===== config.mk =====
export PLATFORM = sky130hd
export DESIGN_NAME = isqrt_seq
export DESIGN_NICKNAME = d
export VERILOG_FILES = /design/src/rtl/isqrt_pkg.sv /design/src/rtl/isqrt_bit_step.sv /design/src/rtl/isqrt_seq.sv
export SDC_FILE = /design/constraint.sdc
export NUM_CORES = 1
export LEC_CHECK = 0
export BUFFER_PORTS_ARGS = -buffer_cell sky130_fd_sc_hd__buf_2
export CAP_MARGIN = 20
export CORE_MARGIN = 10
export CORE_UTILIZATION = 25
export DETAILED_ROUTE_END_ITERATION = 10
export PLACE_DENSITY_LB_ADDON = 0.08
export REMOVE_ABC_BUFFERS = 1
export SETUP_SLACK_MARGIN = 0.05
export SYNTH_ARGS = -nofsm -noshare
export SYNTH_HDL_FRONTEND = slang
export SYNTH_SLANG_ARGS = --single-unit

===== constraint.sdc =====
create_clock -name clk -period 3.03 [get_ports clk]
set_clock_uncertainty 0.1 [all_clocks]
set_input_delay 0.303 -clock clk [delete_from_list [all_inputs] [get_ports clk]]
set_output_delay 0.303 -clock clk [all_outputs]
set_load 0.05 [all_outputs]

===== src/rtl/isqrt_pkg.sv =====
// Shared types and constants for the iterative integer square-root engine.
package isqrt_pkg;

    typedef enum logic [1:0] {
        IDLE = 2'd0,
        ODD  = 2'd1,
        BIT  = 2'd2,
        DONE = 2'd3
    } state_t;

    localparam logic MODE_ODD = 1'b0;
    localparam logic MODE_BIT = 1'b1;

    function automatic int calc_rw(input int width);
        return width / 2;
    endfunction

endpackage


===== src/rtl/isqrt_bit_step.sv =====
// One digit-by-digit restoring square-root step: brings in the next radicand
// bit pair and decides the next root bit.
module isqrt_bit_step #(
    parameter int RW = 8
) (
    input  logic [RW-1:0] r,
    input  logic [RW+1:0] a,
    input  logic [1:0]    pair,
    output logic [RW-1:0] r_next,
    output logic [RW+1:0] a_next
);

    logic [RW+1:0] t;
    logic [RW+1:0] trial;
    logic [RW:0]   r_shift;

    // The partial remainder never exceeds twice the partial root, so t fits
    // in RW+2 bits for every step of the loop.
    always_comb begin
        t     = (a << 2) | {{RW{1'b0}}, pair};
        trial = {r, 2'b01};
        if (t >= trial) begin
            a_next  = t - trial;
            r_shift = {r, 1'b1};
        end else begin
            a_next  = t;
            r_shift = {r, 1'b0};
        end
        r_next = r_shift[RW-1:0];
    end

endmodule


===== src/rtl/isqrt_seq.sv =====
// Iterative integer square root with runtime choice of odd-number subtraction
// (latency root+2) or digit-by-digit restoring (latency RW+1).
module isqrt_seq
    import isqrt_pkg::*;
#(
    parameter int WIDTH = 16
) (
    input  logic                         clk,
    input  logic                         reset,
    input  logic                         go,
    input  logic                         mode,
    input  logic [WIDTH-1:0]             din,
    output logic                         ready,
    output logic                         busy,
    output logic                         done,
    output logic [calc_rw(WIDTH)-1:0]    root,
    output logic [calc_rw(WIDTH):0]      rem
);

    localparam int RW = calc_rw(WIDTH);
    localparam int IW = (RW > 1) ? $clog2(RW) : 1;

    state_t state_q, state_d;

    logic [WIDTH-1:0] acc_q;
    logic [RW:0]      k_q;
    logic [RW-1:0]    cnt_q;
    logic [RW-1:0]    r_q;
    logic [RW+1:0]    a_q;
    logic [WIDTH-1:0] s_q;
    logic [IW-1:0]    i_q;
    logic [RW-1:0]    root_q;
    logic [RW:0]      rem_q;

    logic             odd_ge;
    logic [RW-1:0]    r_next;
    logic [RW+1:0]    a_next;

    assign odd_ge = (acc_q >= WIDTH'(k_q));

    isqrt_bit_step #(.RW(RW)) u_step (
        .r      (r_q),
        .a      (a_q),
        .pair   (s_q[WIDTH-1:WIDTH-2]),
        .r_next (r_next),
        .a_next (a_next)
    );

    always_ff @(posedge clk or negedge reset) begin
        if (!reset) begin
            state_q <= IDLE;
        end else begin
            state_q <= state_d;
        end
    end

    always_comb begin
        state_d = state_q;
        case (state_q)
            IDLE: if (go) state_d = (mode == MODE_BIT) ? BIT : ODD;
            ODD:  if (!odd_ge) state_d = DONE;
            BIT:  if (i_q == '0) state_d = DONE;
            DONE: state_d = IDLE;
            default: state_d = IDLE;
        endcase
    end

    always_comb begin
        ready = (state_q == IDLE);
        busy  = (state_q == ODD) || (state_q == BIT);
        done  = (state_q == DONE);
        root  = root_q;
        rem   = rem_q;
    end

    // Both algorithms are initialised on capture so the loop never needs to
    // know which one was selected.
    always_ff @(posedge clk or negedge reset) begin
        if (!reset) begin
            acc_q  <= '0;
            k_q    <= '0;
            cnt_q  <= '0;
            r_q    <= '0;
            a_q    <= '0;
            s_q    <= '0;
            i_q    <= '0;
            root_q <= '0;
            rem_q  <= '0;
        end else begin
            case (state_q)
                IDLE: begin
                    if (go) begin
                        acc_q <= din;
                        k_q   <= (RW+1)'(1);
                        cnt_q <= '0;
                        r_q   <= '0;
                        a_q   <= '0;
                        s_q   <= din;
                        i_q   <= IW'(RW - 1);
                    end
                end
                ODD: begin
                    if (odd_ge) begin
                        acc_q <= acc_q - WIDTH'(k_q);
                        k_q   <= k_q + (RW+1)'(2);
                        cnt_q <= cnt_q + RW'(1);
                    end else begin
                        root_q <= cnt_q;
                        rem_q  <= acc_q[RW:0];
                    end
                end
                BIT: begin
                    r_q <= r_next;
                    a_q <= a_next;
                    s_q <= s_q << 2;
                    if (i_q == '0) begin
                        root_q <= r_next;
                        rem_q  <= a_next[RW:0];
                    end else begin
                        i_q <= i_q - IW'(1);
                    end
                end
                default: ;
            endcase
        end
    end

endmodule


==> flow_summary.ini, run 1 <==
[drt]
drtPass1Iterations = 4
num_vias = 4572
viasPerCell = 5.05
wl_per_cell_um = 18.8
first_iter_violations = 198
ant_nets = 0
drc_errors = 0
drt_wl_total_um = 17100

[placed_design]
dpl.hpwl_um = 12700
gp_congestion = 0.845
place_area_mm2 = 0.00594
place.port_buffers = 39

[power_and_ir_drop]
pwr-share-clk = 0.125
comb_power_share = 0.631
power.density_mw_per_mm2 = 1330
power_switching_uw = 4180
p_int_uw = 4080
seqPwrFrac = 0.243
switching_share = 0.506
peakVddDrop_v = 0.000392
total_leakage_power_uw = 0.00264

[global_routing]
antenna_found_initial = 0
grt_pass1_vias = 4808
grt_max_degree = 51
grt.overflow.total = 0
grt_pass1_wl_um = 27300
grtUsageTotal = 0.130

[worst_setup_path]
cp-start-kind = register
crit_arrival_ns = 2.93
cpMostUsedCell = inv_1
critPathMaxFanout = 11
slowest_stage = fa_1
max_stage_delay_ns = 0.42
cp_cell_sequence = inv_1 > ha_1 > inv_1 > fa_1 > a21oi_2 > o22ai_2 > o21ba_4 > o21ai_2 > and3_4 > buf_6 > mux2_2
end_kind = register
worst-setup-path-type = reg2reg
required_ns = 3.17
crit_buf_inv = 3
crit_family = compound AO/OA/AOI/OAI gates

[run_status]
outcome = completed

[finish]
n_antenna_cell = 0
num-fill-cells = 2272
area_growth_pct = 17.6
regArea_mm2 = 0.00218
drive_gt1_frac = 0.162
final_common_cell = dfrtp_1
multi_input_area_mm2 = 0.00290
finalNetCount = 675
stdcell_area_mm2 = 0.00623
mostFrequentLayoutCells = 87 x dfrtp_1, 55 x nand2_1, 46 x o21ai_0

[sta]
relSlewSlack = 0.538
rsz0062_at_grt = no
hold_ws_ns = 0.110
hold_violations = 0
drv_slew = 0
tightest_slew_ns = 0.686
finalCriticalPeriod_ns = 2.79
fmax_mhz = 358
finalCritPeriodShare = 0.922
setup_viol = 0

[clocking]
tritoncts = built
htreeDepth = 3
clk_latency_ns = 0.35
postCtsSetupBuffers = 0
cts_root_buf = clkbuf_16
cts_buffers = 9
clkSlewWorstSetupHoldPaths_ns = 0.06
cts_sinks = 87
clock_path_buffers = 2

[yosys]
netlist_area_mm2 = 0.00530
synthesis.yosys.warnings = 0
synth_top_cell_area_share = 0.411
synth-seq-area-share = 0.411
avgSynthCellArea_um2 = 9.16
synth_cell_type_count = 65
async_flop_share = 1.00
yosys.area.top_type = dfrtp_1
yosys-top-cells-area = dfrtp_1 41%, ha_1 6.4%, mux2i_1 5.3%
synth_cells = 578
synth_edf_count = 0
ys.flop_type = dfrtp_1
ys_seq_elements = 87

[die]
rows = 53
io-pin-count = 40
dieArea_mm2 = 0.0274
die_x_um = 166
die_height_um = 166
initial_core_util = 0.253
core_mm2 = 0.0210

[worst_hold_path]
min_path_type = in2reg

[flow_run]
max_cap_violations = 0
## power groups by stage
stage	Combinational (uW)	Clock, uW	Sequential, uW
5_1_grt	5790	1130	2080
2_1_floorplan	3240	0	2220
4_1_cts	5220	1080	2020
6_report	5220	1040	2010
3_5_place_dp	5200	0	2040
3_3_place_gp	5190	0	2030
## synth_stat cells (3+ instances only)
cell type,number
a22o_1,6
o22ai_1,18
xor2_1,3
o21ai_0,46
or2_2,3
o221ai_1,3
ha_1,27
o21a_1,12
a31oi_1,11
a22oi_1,3
or4_1,4
nor3_1,15
nand2b_1,5
mux2_1,5
nand2_1,55
or3_1,6
inv_1,32
clkbuf_1,22
mux2_2,9
and3_1,4
o2bb2ai_1,5
o211ai_1,6
o21ai_1,4
buf_1,3
a211oi_1,6
o2111ai_1,6
o31ai_1,4
dfrtp_1,87
mux2i_1,28
a21oi_1,34
nor2b_1,4
xnor2_1,4
nor2_1,30
nand3_1,27
## what timing repair did
| item | CTS | global route |
|---|---|---|
| gates resized for setup | 0 | 5 |
| setup endpoints to repair | 0 | 8 |
| endpoints found under the hold margin | 37 | 0 |
| hold buffers | 1 | 0 |
## per-stage QoR
step / cells / utilization / setup TNS, ns / worst slack [ns] / total power (uW)
3_3_place_gp: 890 / 0.283 / 0 / 0.197 / 7220
5_1_grt: 906 / 0.297 / 0 / 0.0771 / 9000
4_1_cts: 906 / 0.296 / 0 / 0.101 / 8330
6_report: 906 / 0.297 / 0 / 0.237 / 8260
3_5_place_dp: 890 / 0.283 / 0 / 0.135 / 7240
2_1_floorplan: 549 / - / -12.99 / -0.643 / 5460
## layer usage
layer / global-route usage / wire (um) / up-vias / share of wire
met5: 0 / 0 / - / 0
met4: 0.0311 / 165 / 0 / 0.0097
met3: 0.0345 / 857 / 10 / 0.050
met2: 0.211 / 8030 / 85 / 0.47
met1: 0.169 / 8020 / 2242 / 0.47
li1: - / - / 2235 / -
## state kept, by name, summed over array words and instances (netlist names)
signal / count
i_q: 3
root: 8
a_q: 8
rem: 9
s_q: 16
state_q: 2
r_q: 8
k_q: 9
acc_q: 16
cnt_q: 8
## cell families after synthesis
family,synth area share
multiplexers,0.0827
AO/OA/AOI/OAI,0.231
buffers and inverters,0.0465
AND/OR/NAND/NOR,0.150
XOR/XNOR,0.0116
flip-flops,0.411
adder cells (fa/ha/maj),0.0676
## path summary, 6_finish.rpt
check / cells after the start / to / start / slack, ns
max in group asynchronous: 3 / k_q[0]$_DFFE_PN0P_ / reset / 1.74
min in group asynchronous: 2 / i_q[0]$_DFFE_PN0P_ / reset / 0.39
worst min-delay path: 3 / acc_q[13]$_DFFE_PN0P_ / din[13] / 0.11
worst max-delay path: 11 / root[0]$_DFFE_PN0P_ / acc_q[0]$_DFFE_PN0P_ / 0.24
worst min register to register: 1 / root[6]$_DFFE_PN0P_ / root[6]$_DFFE_PN0P_ / 0.38
worst max register to register: 11 / root[0]$_DFFE_PN0P_ / acc_q[0]$_DFFE_PN0P_ / 0.24
## final cells by class
| class | instances | area share |
|---|---|---|
| multi-input combinational | 429 | 0.466 |
| sequential | 87 | 0.350 |
| timing repair buffer | 67 | 0.0685 |
| tap | 275 | 0.0552 |
| clock buffer | 11 | 0.0374 |
| inverter | 33 | 0.0199 |
| clock inverter | 4 | 0.00382 |
## worst reg2reg max path, delay by kind of cell, from the launching register on
| family | cells | cell delay [ns] |
|---|---|---|
| muxes | 1 | 0.34 |
| buffers and inverters | 3 | 0.32 |
| AOI/OAI and AO/OA | 4 | 0.76 |
| and+or+nand+nor | 1 | 0.21 |
| DFF | 1 | 0.36 |
| adders and majority gates | 2 | 0.60 |
Note: power is estimated with default switching activity, not from simulation.
==> inputs of run 2 (changes only) <==
--- a/config.mk
+++ b/config.mk
@@ -15,4 +15,5 @@
 export SETUP_SLACK_MARGIN = 0.05
 export SYNTH_ARGS = -nofsm -noshare
 export SYNTH_HDL_FRONTEND = slang
+export SYNTH_HIERARCHICAL = 1
 export SYNTH_SLANG_ARGS = --single-unit
==> run 2 against run 1 <==
Compared with the run above:
- area after synthesis rose by 0.47%
- clock power rose by 5%
- non-clock buffer count fell by 7
- critical endpoint is now rem[7]$_DFFE_PN0P_
==> flow_summary.ini, run 2 <==
[die]
dieArea_mm2 = 0.0275
die_height_um = 166
initial_core_util = 0.254
io-pin-count = 40
rows = 53
core_mm2 = 0.0210
die_x_um = 166

[clocking]
cts_sinks = 87
tritoncts = built
cts_root_buf = clkbuf_16
cts_buffers = 9
clk_latency_ns = 0.35
htreeDepth = 3
clkSlewWorstSetupHoldPaths_ns = 0.07
clock_path_buffers = 2

[sta]
hold_violations = 0
drv_slew = 0
hold_ws_ns = 0.141
finalCriticalPeriod_ns = 2.80
rsz0062_at_grt = no
finalCritPeriodShare = 0.923
relSlewSlack = 0.593
fin_ws_ns = 0.235
fmax_mhz = 358
tightest_slew_ns = 0.596
setup_viol = 0

[worst_setup_path]
cpMostUsedCell = inv_1
max_stage_delay_ns = 0.43
critPathMaxFanout = 17
r2r_end = rem[7]$_DFFE_PN0P_
crit_buf_inv = 3
worst-setup-path-type = reg2reg
r2r_setup_slack_ns = 0.23
cp_cell_sequence = inv_1 > ha_1 > inv_1 > fa_1 > a211oi_2 > o21ai_2 > a41o_1 > o21ai_4 > nand3_4 > buf_12 > mux2_4
crit_start = acc_q[0]$_DFFE_PN0P_
r2r_start = acc_q[0]$_DFFE_PN0P_
crit_arrival_ns = 2.93
slowest_stage = fa_1
path_depth = 11
crit_family = compound AO/OA/AOI/OAI gates
end_kind = register
r2r_cells = 11
required_ns = 3.16
cp-start-kind = register

[finish]
fin_cells = 846
final_common_cell = dfrtp_1
num-fill-cells = 2230
finalNetCount = 614
multi_input_area_mm2 = 0.00289
stdcell_area_mm2 = 0.00622
area_growth_pct = 17.0
drive_gt1_frac = 0.222
reg.largest.list = acc_q (16), s_q (16)
n_antenna_cell = 0
mostFrequentLayoutCells = 87 x dfrtp_1, 38 x buf_2, 37 x inv_1
regArea_mm2 = 0.00218

[drt]
drc_errors = 0
viasPerCell = 4.72
num_vias = 3989
drtPass1Iterations = 4
drt_wl_total_um = 14800
first_iter_violations = 207
wl_per_cell_um = 17.5
ant_nets = 0

[worst_hold_path]
holdCritStartpoint = din[0]
hold_end = s_q[0]$_DFFE_PN0P_
min_path_type = in2reg
holdPathStages = 3

[yosys]
synthesis.yosys.warnings = 6
netlist_area_mm2 = 0.00532
synth_cells = 528
avgSynthCellArea_um2 = 10.1

[placed_design]
place_area_mm2 = 0.00589
dpl.hpwl_um = 10900
place.port_buffers = 39
dp_slack_ns = -0.0392
gp_congestion = 0.769
placedCellCount = 828

[power_and_ir_drop]
finalPower_uw = 8240
total_leakage_power_uw = 0.00271
peakVddDrop_v = 0.000775
power.density_mw_per_mm2 = 1320

[global_routing]
grt_pass1_vias = 4160
grt.overflow.total = 0
grt_max_degree = 88
grtUsageTotal = 0.109
grt_pass1_wl_um = 24500
antenna_found_initial = 0

[run_status]
outcome = completed

[flow_run]
max_cap_violations = 0
[run 2: tightest hold or removal path, cell delays in order]
cell and delay [ns]:
buf_2 0.11, nand2b_1 0.06, o21ai_0 0.07
[run 2: how the worst max path moves through the flow]
stage / endpoint / slack, ns
4_1_cts: root[7]$_DFFE_PN0P_ / 0.13
5_1_grt: root[2]$_DFFE_PN0P_ / 0.05
3_5_place_dp: root[2]$_DFFE_PN0P_ / -0.04
2_1_floorplan: i_q[2]$_DFFE_PN0P_ / -0.73
6_report: rem[7]$_DFFE_PN0P_ / 0.23
3_3_place_gp: rem[7]$_DFFE_PN0P_ / 0.004
[run 2: metrics by stage]
stage,util,TNS (ns)
after floorplan,-,-35.93
after global placement,0.281,0
after detailed placement,0.281,-0.548
after CTS,0.296,0
after global routing,0.297,0
final,0.297,0
[run 2: cell type report]
| cell class | count | area share |
|---|---|---|
| timing repair buffer | 60 | 0.0635 |
| sequential | 87 | 0.350 |
| clock buffer | 9 | 0.0362 |
| multi-input combinational | 371 | 0.464 |
| inverter | 37 | 0.0223 |
| clock inverter | 7 | 0.00905 |
| tap | 275 | 0.0553 |
[run 2: repair_timing]
| item | in CTS | in global routing |
|---|---|---|
| pin swaps | 0 | 0 |
| resized for setup | 0 | 5 |
| endpoints found under the hold margin | 87 | 0 |
| setup endpoints to repair | 17 | 30 |
| hold buffers | 1 | 0 |
| buffers inserted | 1 | 0 |
[run 2: metal layers]
| layer | up-vias | share of wire | track usage |
|---|---|---|---|
| met2 | 65 | 0.46 | 0.167 |
| li1 | 1973 | - | - |
| met5 | - | 0 | 0 |
| met4 | 0 | 0.0071 | 0.0220 |
| met1 | 1942 | 0.50 | 0.152 |
| met3 | 9 | 0.035 | 0.0251 |
[run 2: where the power goes]
group          internal [uW]  switching, uW  total (uW)  leakage, uW
Clock                    566            523        1090     0.000136
Combinational           2200           2900        5100      0.00150
Sequential              1650            404        2050      0.00108
Total                   4410           3830        8240      0.00271
==> inputs of run 3 (changes only) <==
--- a/config.mk
+++ b/config.mk
@@ -10,7 +10,9 @@
 export CORE_MARGIN = 10
 export CORE_UTILIZATION = 25
 export DETAILED_ROUTE_END_ITERATION = 10
+export HOLD_SLACK_MARGIN = 0.08
 export PLACE_DENSITY_LB_ADDON = 0.08
+export RECOVER_POWER = 50
 export REMOVE_ABC_BUFFERS = 1
 export SETUP_SLACK_MARGIN = 0.05
 export SYNTH_ARGS = -nofsm -noshare
==> run 3 against run 2 <==
Compared with the run above:
- the run now ends with max-capacitance violations, max-slew violations left
- worst hold slack worse by 0.0014 ns
- combinational power hardly changed
- register-to-register slack hardly changed
- total power is 0.22% lower
- design area is 0.44% lower
- sequential share of layout area is 0.16 points higher
- sequential power hardly changed
- cell count stayed put
- critical path type unchanged
- largest cell class unchanged
==> flow_summary.ini, run 3 (synthesis gave the netlist of run 2 again) <==
[run_status]
outcome = finished, violations left
violations = max-capacitance violations, max-slew violations

[power_and_ir_drop]
p_int_uw = 4390
peakVddDrop_v = 0.000773
comb_power_share = 0.618
switching_share = 0.466
seqPwrFrac = 0.250
total_leakage_power_uw = 0.00267
power.density_mw_per_mm2 = 1330
pwr-share-clk = 0.132
power_switching_uw = 3830

[clocking]
cts_buffers = 9
clkSlewWorstSetupHoldPaths_ns = 0.07
htreeDepth = 3
clock_path_buffers = 2
tritoncts = built
cts_root_buf = clkbuf_16
cts_sinks = 87
clk_latency_ns = 0.35

[drt]
drc_errors = 0
wl_per_cell_um = 17.5
first_iter_violations = 204
drtPass1Iterations = 4
viasPerCell = 4.70
drt_wl_total_um = 14800
ant_nets = 0
num_vias = 3980

[sta]
tightest_slew_ns = 2.05
relSlewSlack = -0.369
setup_viol = 0
fmax_mhz = 357
hold_violations = 0
drv_slew = 88
rsz0062_at_grt = no
fin_tns_setup_ns = 0
finalCritPeriodShare = 0.924
finalCriticalPeriod_ns = 2.80

[global_routing]
grt_pass1_vias = 4160
grt_pass1_wl_um = 24500
grt_max_degree = 88
grtUsageTotal = 0.109
grt.overflow.total = 0
antenna_found_initial = 0

[placed_design]
dpl.hpwl_um = 10900
place.port_buffers = 39
gp_congestion = 0.769

[die]
die_height_um = 166
rows = 53
dieArea_mm2 = 0.0275
io-pin-count = 40
core_mm2 = 0.0210
die_x_um = 166
initial_core_util = 0.254

[finish]
num-fill-cells = 2232
area_growth_pct = 16.4
finalNetCount = 614
reg.largest.list = acc_q (16), s_q (16)
n_antenna_cell = 0
final_util = 0.296
mostFrequentLayoutCells = 87 x dfrtp_1, 37 x inv_1, 34 x nor2_1
final_common_cell = dfrtp_1
drive_gt1_frac = 0.205

[worst_setup_path]
max_stage_delay_ns = 0.43
crit_family = compound AO/OA/AOI/OAI gates
required_ns = 3.17
cp_cell_sequence = inv_1 > ha_1 > inv_1 > fa_1 > a211oi_2 > o21ai_2 > a41o_1 > o21ai_4 > nand3_4 > buf_12 > mux2_4
crit_buf_inv = 3
worst-setup-path-type = reg2reg
end_kind = register
crit_arrival_ns = 2.93
cp-start-kind = register
critPathMaxFanout = 17
cpMostUsedCell = inv_1
slowest_stage = fa_1

[flow_run]
max_cap_violations = 1

[worst_hold_path]
min_path_type = in2reg
run 3: final cells by class:
| type | count | area, um^2 | area share |
|---|---|---|---|
| clock inverter | 7 | 56.3 | 0.00909 |
| tap | 275 | 344 | 0.0555 |
| sequential | 87 | 2180 | 0.351 |
| timing repair buffer | 60 | 368 | 0.0594 |
| inverter | 37 | 139 | 0.0224 |
| clock buffer | 9 | 225 | 0.0363 |
| multi-input combinational | 371 | 2890 | 0.466 |
run 3: final timing paths:
path,slack [ns],endpoint,cells past startpoint,start
max in group asynchronous,0.50,acc_q[11]$_DFFE_PN0P_,3,reset
max,0.23,rem[7]$_DFFE_PN0P_,11,acc_q[0]$_DFFE_PN0P_
min in group asynchronous,1.12,rem[4]$_DFFE_PN0P_,3,reset
min reg2reg,0.38,k_q[0]$_DFFE_PN0P_,1,k_q[0]$_DFFE_PN0P_
min,0.14,s_q[0]$_DFFE_PN0P_,3,din[0]
max reg2reg,0.23,rem[7]$_DFFE_PN0P_,11,acc_q[0]$_DFFE_PN0P_
run 3: worst min-delay path, cell delays in order:
cell and delay [ns]:
buf_2 0.11, nand2b_1 0.06, o21ai_0 0.07
run 3: metrics by stage:
stage	worst slack (ns)	hold slack (ns)	cells	cell area [um^2]	power [uW]
6_report	0.231	0.140	846	6200	8220
5_1_grt	0.0447	0.137	846	6200	8980
4_1_cts	0.129	0.125	846	6200	8350
3_3_place_gp	0.00353	0.296	828	5890	7120
2_1_floorplan	-0.730	-0.0926	495	5150	5700
3_5_place_dp	-0.0392	0.295	828	5890	7150
run 3: power by group through the flow:
stage | registers [uW] | clock network [uW] | logic (uW)
after floorplan | 2260 | 0 | 3440
after global placement | 2070 | 0 | 5050
after detailed placement | 2090 | 0 | 5060
after CTS | 2070 | 1140 | 5140
after global routing | 2140 | 1190 | 5650
final | 2060 | 1090 | 5080
run 3: routing by layer:
metal	up-vias	GRT usage	routed length, um
li1	1974	-	-
met1	1933	0.152	7290
met2	65	0.167	6790
met3	8	0.0251	587
met4	0	0.0220	112
met5	-	0	0
run 3: timing repair:
action                                  4_1_cts  5_1_grt
gates resized for setup                       0        5
endpoints found under the hold margin        87        0
endpoints found under the setup margin       17       30
hold buffers                                  1        0
setup buffers                                 1        0
cloned                                        0        0
